--- src/rtl/fetch_stage.sv ---
// -----------------------------------------------------------------------------
// fetch_stage
// IF stage of the pipelined RV32I core: PC register, next-PC selection and the
// IF/ID pipeline register. Redirects fetch on taken branches, JAL and JALR
// (PCSrcE from the EX-stage branch controller) and squashes the wrong-path
// instruction held in D. Also keeps a sticky misaligned-target flag and a
// saturating redirect counter for debug.
//
// Ports:
//   clk          system clock, all state on rising edge
//   rst          synchronous active-high reset
//   PCSrcE[1:0]  00 sequential, 01 PC-relative target, 10 JALR target, 11 reserved
//   PCTargetE    PCE+ImmExtE computed in EX
//   ALUResultE   rs1+imm from the EX ALU (JALR target)
//   StallF       hold PC
//   StallD       hold IF/ID register
//   FlushD       external flush of IF/ID register
//   InstrF       instruction memory read data for PCF
//   PCF          current fetch address
//   InstrD       IF/ID instruction
//   PCD          IF/ID PC
//   PCPlus4D     IF/ID PC+4
//   ValidD       IF/ID holds a real (non-bubble) instruction
//   RedirectE    combinational: PCSrcE selects a redirect target
//   MisalignF    sticky: a redirect target had bit[1] set
//   RedirectCnt  number of redirects taken, saturating
// -----------------------------------------------------------------------------
module fetch_stage #(
   parameter logic [31:0] RESET_PC  = 32'h0000_0000,
   parameter logic [31:0] NOP_INSTR = 32'h0000_0013,
   parameter int unsigned CNT_W     = 16
) (
   input  logic             clk,
   input  logic             rst,
   input  logic [1:0]       PCSrcE,
   input  logic [31:0]      PCTargetE,
   input  logic [31:0]      ALUResultE,
   input  logic             StallF,
   input  logic             StallD,
   input  logic             FlushD,
   input  logic [31:0]      InstrF,
   output logic [31:0]      PCF,
   output logic [31:0]      InstrD,
   output logic [31:0]      PCD,
   output logic [31:0]      PCPlus4D,
   output logic             ValidD,
   output logic             RedirectE,
   output logic             MisalignF,
   output logic [CNT_W-1:0] RedirectCnt
);

   localparam int unsigned XLEN = 32;

   localparam logic [1:0] SRC_PCREL = 2'b01;
   localparam logic [1:0] SRC_JALR  = 2'b10;

   logic            redirect;
   logic [XLEN-1:0] pc_plus4;
   logic [XLEN-1:0] target;
   logic [XLEN-1:0] pc_next;
   logic            flush_d;
   logic            cnt_full;

   // Sequential successor; wraps modulo 2^32.
   always_comb begin
      pc_plus4 = PCF + XLEN'(4);
   end

   // 11 is reserved and behaves exactly like sequential fetch.
   always_comb begin
      redirect = (PCSrcE == SRC_PCREL) | (PCSrcE == SRC_JALR);
   end

   assign RedirectE = redirect;

   // JALR clears the target LSB; PC-relative targets pass through untouched.
   always_comb begin
      target = PCTargetE;
      if (PCSrcE == SRC_JALR) begin
         target = ALUResultE & ~XLEN'(1);
      end
   end

   // A redirect must win over StallF, otherwise the taken target is lost.
   always_comb begin
      pc_next = pc_plus4;
      if (redirect) begin
         pc_next = target;
      end else if (StallF) begin
         pc_next = PCF;
      end
   end

   // PC register.
   always_ff @(posedge clk) begin
      if (rst) begin
         PCF <= RESET_PC;
      end else begin
         PCF <= pc_next;
      end
   end

   // The instruction currently in F is wrong-path whenever EX redirects.
   always_comb begin
      flush_d = FlushD | redirect;
   end

   // IF/ID pipeline register; flush beats stall.
   always_ff @(posedge clk) begin
      if (rst) begin
         InstrD   <= NOP_INSTR;
         PCD      <= '0;
         PCPlus4D <= '0;
         ValidD   <= 1'b0;
      end else if (flush_d) begin
         InstrD   <= NOP_INSTR;
         PCD      <= '0;
         PCPlus4D <= '0;
         ValidD   <= 1'b0;
      end else if (!StallD) begin
         InstrD   <= InstrF;
         PCD      <= PCF;
         PCPlus4D <= pc_plus4;
         ValidD   <= 1'b1;
      end
   end

   // Sticky misaligned-target flag; only reset clears it.
   always_ff @(posedge clk) begin
      if (rst) begin
         MisalignF <= 1'b0;
      end else if (redirect && target[1]) begin
         MisalignF <= 1'b1;
      end
   end

   always_comb begin
      cnt_full = (RedirectCnt == {CNT_W{1'b1}});
   end

   // Saturating redirect counter.
   always_ff @(posedge clk) begin
      if (rst) begin
         RedirectCnt <= '0;
      end else if (redirect && !cnt_full) begin
         RedirectCnt <= RedirectCnt + CNT_W'(1);
      end
   end

endmodule

--- config.mk ---
export PLATFORM = sky130hd
export DESIGN_NAME = fetch_stage
export DESIGN_NICKNAME = d
export VERILOG_FILES = /design/src/rtl/fetch_stage.sv
export SDC_FILE = /design/constraint.sdc
export NUM_CORES = 1
export LEC_CHECK = 0
export ABC_AREA = 0
export CAP_MARGIN = 20
export CORE_MARGIN = 2
export CORE_UTILIZATION = 45
export DETAILED_ROUTE_END_ITERATION = 10
export PLACE_DENSITY = 0.81
export SKIP_CTS_REPAIR_TIMING = 1
export SLEW_MARGIN = 20
export SYNTH_ARGS = -nofsm -noshare
export SYNTH_HDL_FRONTEND = slang
export SYNTH_SLANG_ARGS = --single-unit
--- constraint.sdc ---
create_clock -name clk -period 2.8 [get_ports clk]
set_clock_uncertainty 0.15 [all_clocks]
set_input_delay 0.56 -clock clk [delete_from_list [all_inputs] [get_ports clk]]
set_output_delay 0.56 -clock clk [all_outputs]
set_load 0.02 [all_outputs]
==> flow_summary.toml, run 1 <==
[status]
outcome = "complete, no violations"

[job]
cap_violations = 0

[floorplanning]
die_h_um = 126.0
core-area_um2 = 14530
start_util = 0.4610
rows = 44
io_pins = 250
die_x_um = 126.0
die-area_um2 = 15880

[clock_network]
clockBufferDepth = 2
cts_made_buffers = 17
cts_tree = "yes"
clk_pin_slew_ps = 60
numClockSinks = 144
h-tree-depth = 4
clockRootBuffer = "clkbuf_16"
worstSkewPairLatency_ps = 420

[synth]
synth_edf_count = 0
syn_area_um2 = 6700
mappedNetlistNets = 842
netlist-cell-type-count = 50
netlist_instances = 736
synth_top_area_frac = 0.4303
synthArstFlopShare = 0
synth_area_leader_cell = "dfxtp_1"
yosys_most_used_dff = "dfxtp_1"
yosys-top-cells-area = "dfxtp_1 43%, mux2i_1 12%, nor2_1 6.1%"
ys_top_cells_by_count = "144 x dfxtp_1, 108 x nor2_1, 78 x mux2i_1"
ys_ff_latch = 144
yosysWarnings = 0
yosysMostFrequentCell = "dfxtp_1"
syn_avg_cell_area_um2 = 9.104
ys_seq_area_frac = 0.4303

[critical_path]
worst-endpoint-arrival_ps = 2010
cp-end-kind = "primary output"
required_ps = 2090
critPathMaxFanout = 2
path_class = "in2out"
critPathLaunchType = "input pin"

[detailed_routing]
dr.pass1.iters = 4
via_per_inst = 5.260
wl_per_cell_um = 16.68
ant_nets = 0
drc = 0
drt-initial-drc-count = 407
wl_mm = 19.47
vias = 6139

[timing]
max_freq_mhz = 367.7
min_period_ps = 2719
finalHoldViolCount = 0
finalCritPeriodShare = 0.9712
setup_tns_ps = 0
hold_slack_ps = 307.1
setup_viol = 0
worstMarginPinSlew_ps = 682.1
worst_slew_margin_rel = 0.5453
slew_viol_final = 0
rsz0062_at_grt = "no"

[global_route]
overflow = 0
grt_pass1_vias = 5766
track_usage = 0.2430
grt_max_degree = 45
grt_pass1_wl_mm = 30.69
antenna_found_initial = 0

[power_and_ir_drop]
share_comb_of_total_power = 0.153
p_switching_w = 0.001388
powerDensity_nw_per_um2 = 581.1
power_frac_clock = 0.467
leakage_nw = 3.718
internal_power_w = 0.004482
p_sw_frac = 0.2365
power_frac_seq = 0.380
peakVddDrop_mv = 0.4463

[layout]
nNetsFinal = 1077
nFillCells = 1175
drive_above_1_share = 0.08240
area.growth.synth_to_final_pct = 50.79
antenna_cells = 0

[placement]
gp_congestion = 0.8662
place_hpwl_mm = 14.32
io_buffers = 248

[worst_hold_path]
hold_path_class = "reg2reg"
## registers in the layout, summed over array words and instances (netlist names)
name / flops
ValidD: 1
PCD: 32
PCPlus4D: 30
RedirectCnt: 16
PCF: 32
MisalignF: 1
InstrD: 32
## power groups by stage
stage	registers, W	clock network, W	logic [W]
floorplan	0.00234	0	0.000383
global placement	0.00227	0	0.000887
detailed placement	0.00227	0	0.000893
CTS	0.00223	0.00278	0.000901
global route	0.00224	0.00288	0.000963
finish	0.00223	0.00274	0.000898
## worst paths after layout
kind	from	to	slack, ps	depth (start not counted)
max	PCSrcE[0]	RedirectE	80	5
min	ValidD$_SDFFE_PP0N_	ValidD$_SDFFE_PP0N_	310	1
min reg2reg	ValidD$_SDFFE_PP0N_	ValidD$_SDFFE_PP0N_	310	1
max reg2reg	PCF[5]$_SDFFE_PP0P_	PCF[31]$_SDFFE_PP0P_	460	6
## cell type report
| class | instances | area (um^2) | share of cell area |
|---|---|---|---|
| timing repair buffer | 284 | 2770 | 0.2742 |
| inverter | 8 | 30.03 | 0.002972 |
| clock buffer | 21 | 460.4 | 0.04557 |
| sequential | 144 | 2883 | 0.2853 |
| multi-input combinational | 516 | 3475 | 0.3439 |
| clock inverter | 10 | 255.2 | 0.02526 |
| tap | 184 | 230.2 | 0.02279 |
## cells by family (layout without fill, tap and decap cells)
| family | after synthesis | in the layout | synth area share |
|---|---|---|---|
| xor+xnor | 66 | 66 | 0.08628 |
| mux | 78 | 78 | 0.1165 |
| compound gates | 119 | 119 | 0.1141 |
| flops | 144 | 144 | 0.4303 |
| fa+ha+maj | 3 | 3 | 0.005603 |
| simple gates | 250 | 250 | 0.1957 |
| buf+inv | 76 | 323 | 0.05154 |
## worst max-delay path, cell delays in order
cell and delay, ps:
clkdlybuf4s50_1 450, inv_1 40, ha_2 270, inv_1 80, clkdlybuf4s50_1 610
## through the flow
stage          worst slack [ps]  instances  area (um^2)  total power [W]  utilization
6_report                  80.60       1167        10100         0.005871       0.6952
5_1_grt                   21.57       1167        10100         0.006089       0.6952
4_1_cts                   76.08       1167        10100         0.005912       0.6952
3_5_place_dp              75.78       1136         9388         0.003166       0.6459
3_3_place_gp              92.00       1136         9388         0.003156       0.6459
2_1_floorplan             559.8        736         6700         0.002721            -
## routing by layer
layer	global-route usage	vias to the layer above	part of all wire
met1	0.3220	2815	0.44
met4	0.09050	0	0.022
li1	-	3042	-
met2	0.3754	253	0.46
met5	0	-	0
met3	0.07264	29	0.085
## layout by cell type (no fill, tap or decap), types with 3 or more instances in the layout
master	instances
nor4_1	7
bufinv_16	8
nand2_1	23
and3_1	5
nor3_1	13
clkbuf_16	17
clkdlybuf4s50_1	246
nor2_1	108
nand3_1	17
mux2i_1	78
buf_4	35
or4_1	3
or3_1	4
nor4_4	3
nand4_1	23
xor2_1	32
inv_1	8
o22ai_1	4
xnor2_1	34
nor2b_1	24
dfxtp_1	144
a211oi_1	46
o21ai_0	27
and4_1	7
a21oi_1	27
Note: power is estimated with default switching activity, not from simulation.
==> run 2: changes to the inputs <==
--- a/config.mk
+++ b/config.mk
@@ -7,6 +7,7 @@
 export LEC_CHECK = 0
 export ABC_AREA = 0
 export CAP_MARGIN = 20
+export CORE_ASPECT_RATIO = 1.75
 export CORE_MARGIN = 2
 export CORE_UTILIZATION = 45
 export DETAILED_ROUTE_END_ITERATION = 10
==> run 2 against run 1 <==
Register-to-register slack better by 80 ps. Die area rose by 0.25%. Global-route usage fell by 0.17 points. Total power shrank 7.4%. Non-clock buffer count rose by 2. Combinational power is 0.9% higher. Critical path depth unchanged. Wire length rose by 1.2%. Critical path type unchanged. Critical endpoint unchanged.
==> flow_summary.toml, run 2 (same netlist as run 1, synthesis figures left out) <==
[critical_path]
cp-end-kind = "primary output"
cp-startpoint = "PCSrcE[0]"
critPathMaxFanout = 2
endpoint = "RedirectE"
path_class = "in2out"
ff2ff_path_depth = 5
crit_chain = "clkdlybuf4s50_1, inv_1, ha_2, inv_1, clkdlybuf4s50_1"
timing.rr.start = "RedirectCnt[3]$_SDFFE_PP0P_"
critPathMaxStageDelay_ps = 600
critPathLaunchType = "input pin"
r2r_end = "RedirectCnt[1]$_SDFFE_PP0P_"
cp_slowest_cell = "clkdlybuf4s50_1"
worst-endpoint-arrival_ps = 2000
reg2reg_slack_ps = 540
required_ps = 2090

[timing]
hold_slack_ps = 315.4
finalCritPeriodShare = 0.9670
setup_viol = 0
rsz0062_at_grt = "no"
finalHoldViolCount = 0
setup_tns_ps = 0
worstMarginPinSlew_ps = 525.5
setup_ws_ps = 92.40
worst_slew_margin_rel = 0.6470
slew_viol_final = 0
min_period_ps = 2708
max_freq_mhz = 369.3

[power_and_ir_drop]
powerDensity_nw_per_um2 = 543.6
finalPower_w = 0.005439
leakage_nw = 3.672
peakVddDrop_mv = 0.3639

[worst_hold_path]
hold_path_class = "reg2reg"
hp-start = "ValidD$_SDFFE_PP0N_"

[clock_network]
worstSkewPairLatency_ps = 420
h-tree-depth = 4
clk_pin_slew_ps = 60
numClockSinks = 144
cts_tree = "yes"
clockRootBuffer = "clkbuf_16"
cts_made_buffers = 17
clockBufferDepth = 2

[detailed_routing]
drc = 0
wl_per_cell_um = 16.86
via_per_inst = 5.342
ant_nets = 0
vias = 6239
wl_mm = 19.70
dr.pass1.iters = 5
drt-initial-drc-count = 460

[floorplanning]
die_h_um = 165.4
start_util = 0.4561
die_x_um = 96.24
core-area_um2 = 14690
io_pins = 250
rows = 59
die-area_um2 = 15920

[layout]
final_cell_mix = "246 x clkdlybuf4s50_1, 144 x dfxtp_1, 108 x nor2_1"
regArea_um2 = 2883
antenna_cells = 0
multi_input_area_um2 = 3475
postLayoutCellArea_um2 = 10010
nFillCells = 1152
nNetsFinal = 1079
top_regs = "InstrD x32, PCD x32, PCF x32"
layout_commonest_cell = "clkdlybuf4s50_1"
area.growth.synth_to_final_pct = 49.34
drive_above_1_share = 0.08528

[placement]
pre_cts_ws_ps = 54.51
io_buffers = 248
placed_area_um2 = 9402
place_hpwl_mm = 14.43
gp_congestion = 0.9313

[global_route]
grt_pass1_wl_mm = 29.91
overflow = 0
grt_pass1_vias = 5902
track_usage = 0.2413
grt_max_degree = 56
antenna_found_initial = 0

[job]
cap_violations = 0

[status]
outcome = "complete, no violations"
-- run 2: layer usage --
layer | up-vias | global-route usage | share of wire
met5 | - | 0 | 0
met2 | 223 | 0.4283 | 0.53
met3 | 37 | 0.05672 | 0.062
met4 | 0 | 0.1026 | 0.029
li1 | 3053 | - | -
met1 | 2926 | 0.2692 | 0.38
-- run 2: critical path, delay by kind of cell --
family	cells	cell delay, ps
adder cells (fa/ha/maj)	1	270
buffers and inverters	4	1170
-- run 2: how the worst min path moves through the flow --
stage	slack [ps]	to	cells after the start
6_report	320	ValidD$_SDFFE_PP0N_	1
5_1_grt	350	ValidD$_SDFFE_PP0N_	1
4_1_cts	310	ValidD$_SDFFE_PP0N_	1
3_5_place_dp	290	ValidD$_SDFFE_PP0N_	1
3_3_place_gp	290	ValidD$_SDFFE_PP0N_	1
2_1_floorplan	330	PCF[1]$_SDFFE_PP0P_	2
-- run 2: layout make-up --
type / count / area share
Clock buffer: 19 / 0.04427
Tap cell: 183 / 0.02288
Inverter: 8 / 0.003001
Timing Repair Buffer: 286 / 0.2784
Clock inverter: 12 / 0.01613
Sequential cell: 144 / 0.2881
Multi-Input combinational cell: 516 / 0.3473
-- run 2: where the power goes --
part	switching [W]	internal (W)	total, W
Sequential	0.0000959	0.00213	0.00223
Clock	0.000881	0.00143	0.00231
Combinational	0.000445	0.000461	0.000906
-- run 2: per-stage QoR --
| step | utilization | cells |
|---|---|---|
| after floorplan | - | 736 |
| after global placement | 0.6400 | 1137 |
| after detailed placement | 0.6400 | 1137 |
| after CTS | 0.6811 | 1168 |
| after global routing | 0.6811 | 1168 |
| final | 0.6811 | 1168 |
==> run 3: changes to the inputs <==
--- a/config.mk
+++ b/config.mk
@@ -6,7 +6,7 @@
 export NUM_CORES = 1
 export LEC_CHECK = 0
 export ABC_AREA = 0
-export CAP_MARGIN = 20
+export CAP_MARGIN = 25
 export CORE_ASPECT_RATIO = 1.75
 export CORE_MARGIN = 2
 export CORE_UTILIZATION = 45
@@ -17,3 +17,4 @@
 export SYNTH_ARGS = -nofsm -noshare
 export SYNTH_HDL_FRONTEND = slang
 export SYNTH_SLANG_ARGS = --single-unit
+export TNS_END_PERCENT = 100
==> results of run 3 <==
The final DEF is identical to that of run 2; final timing and power are the same.
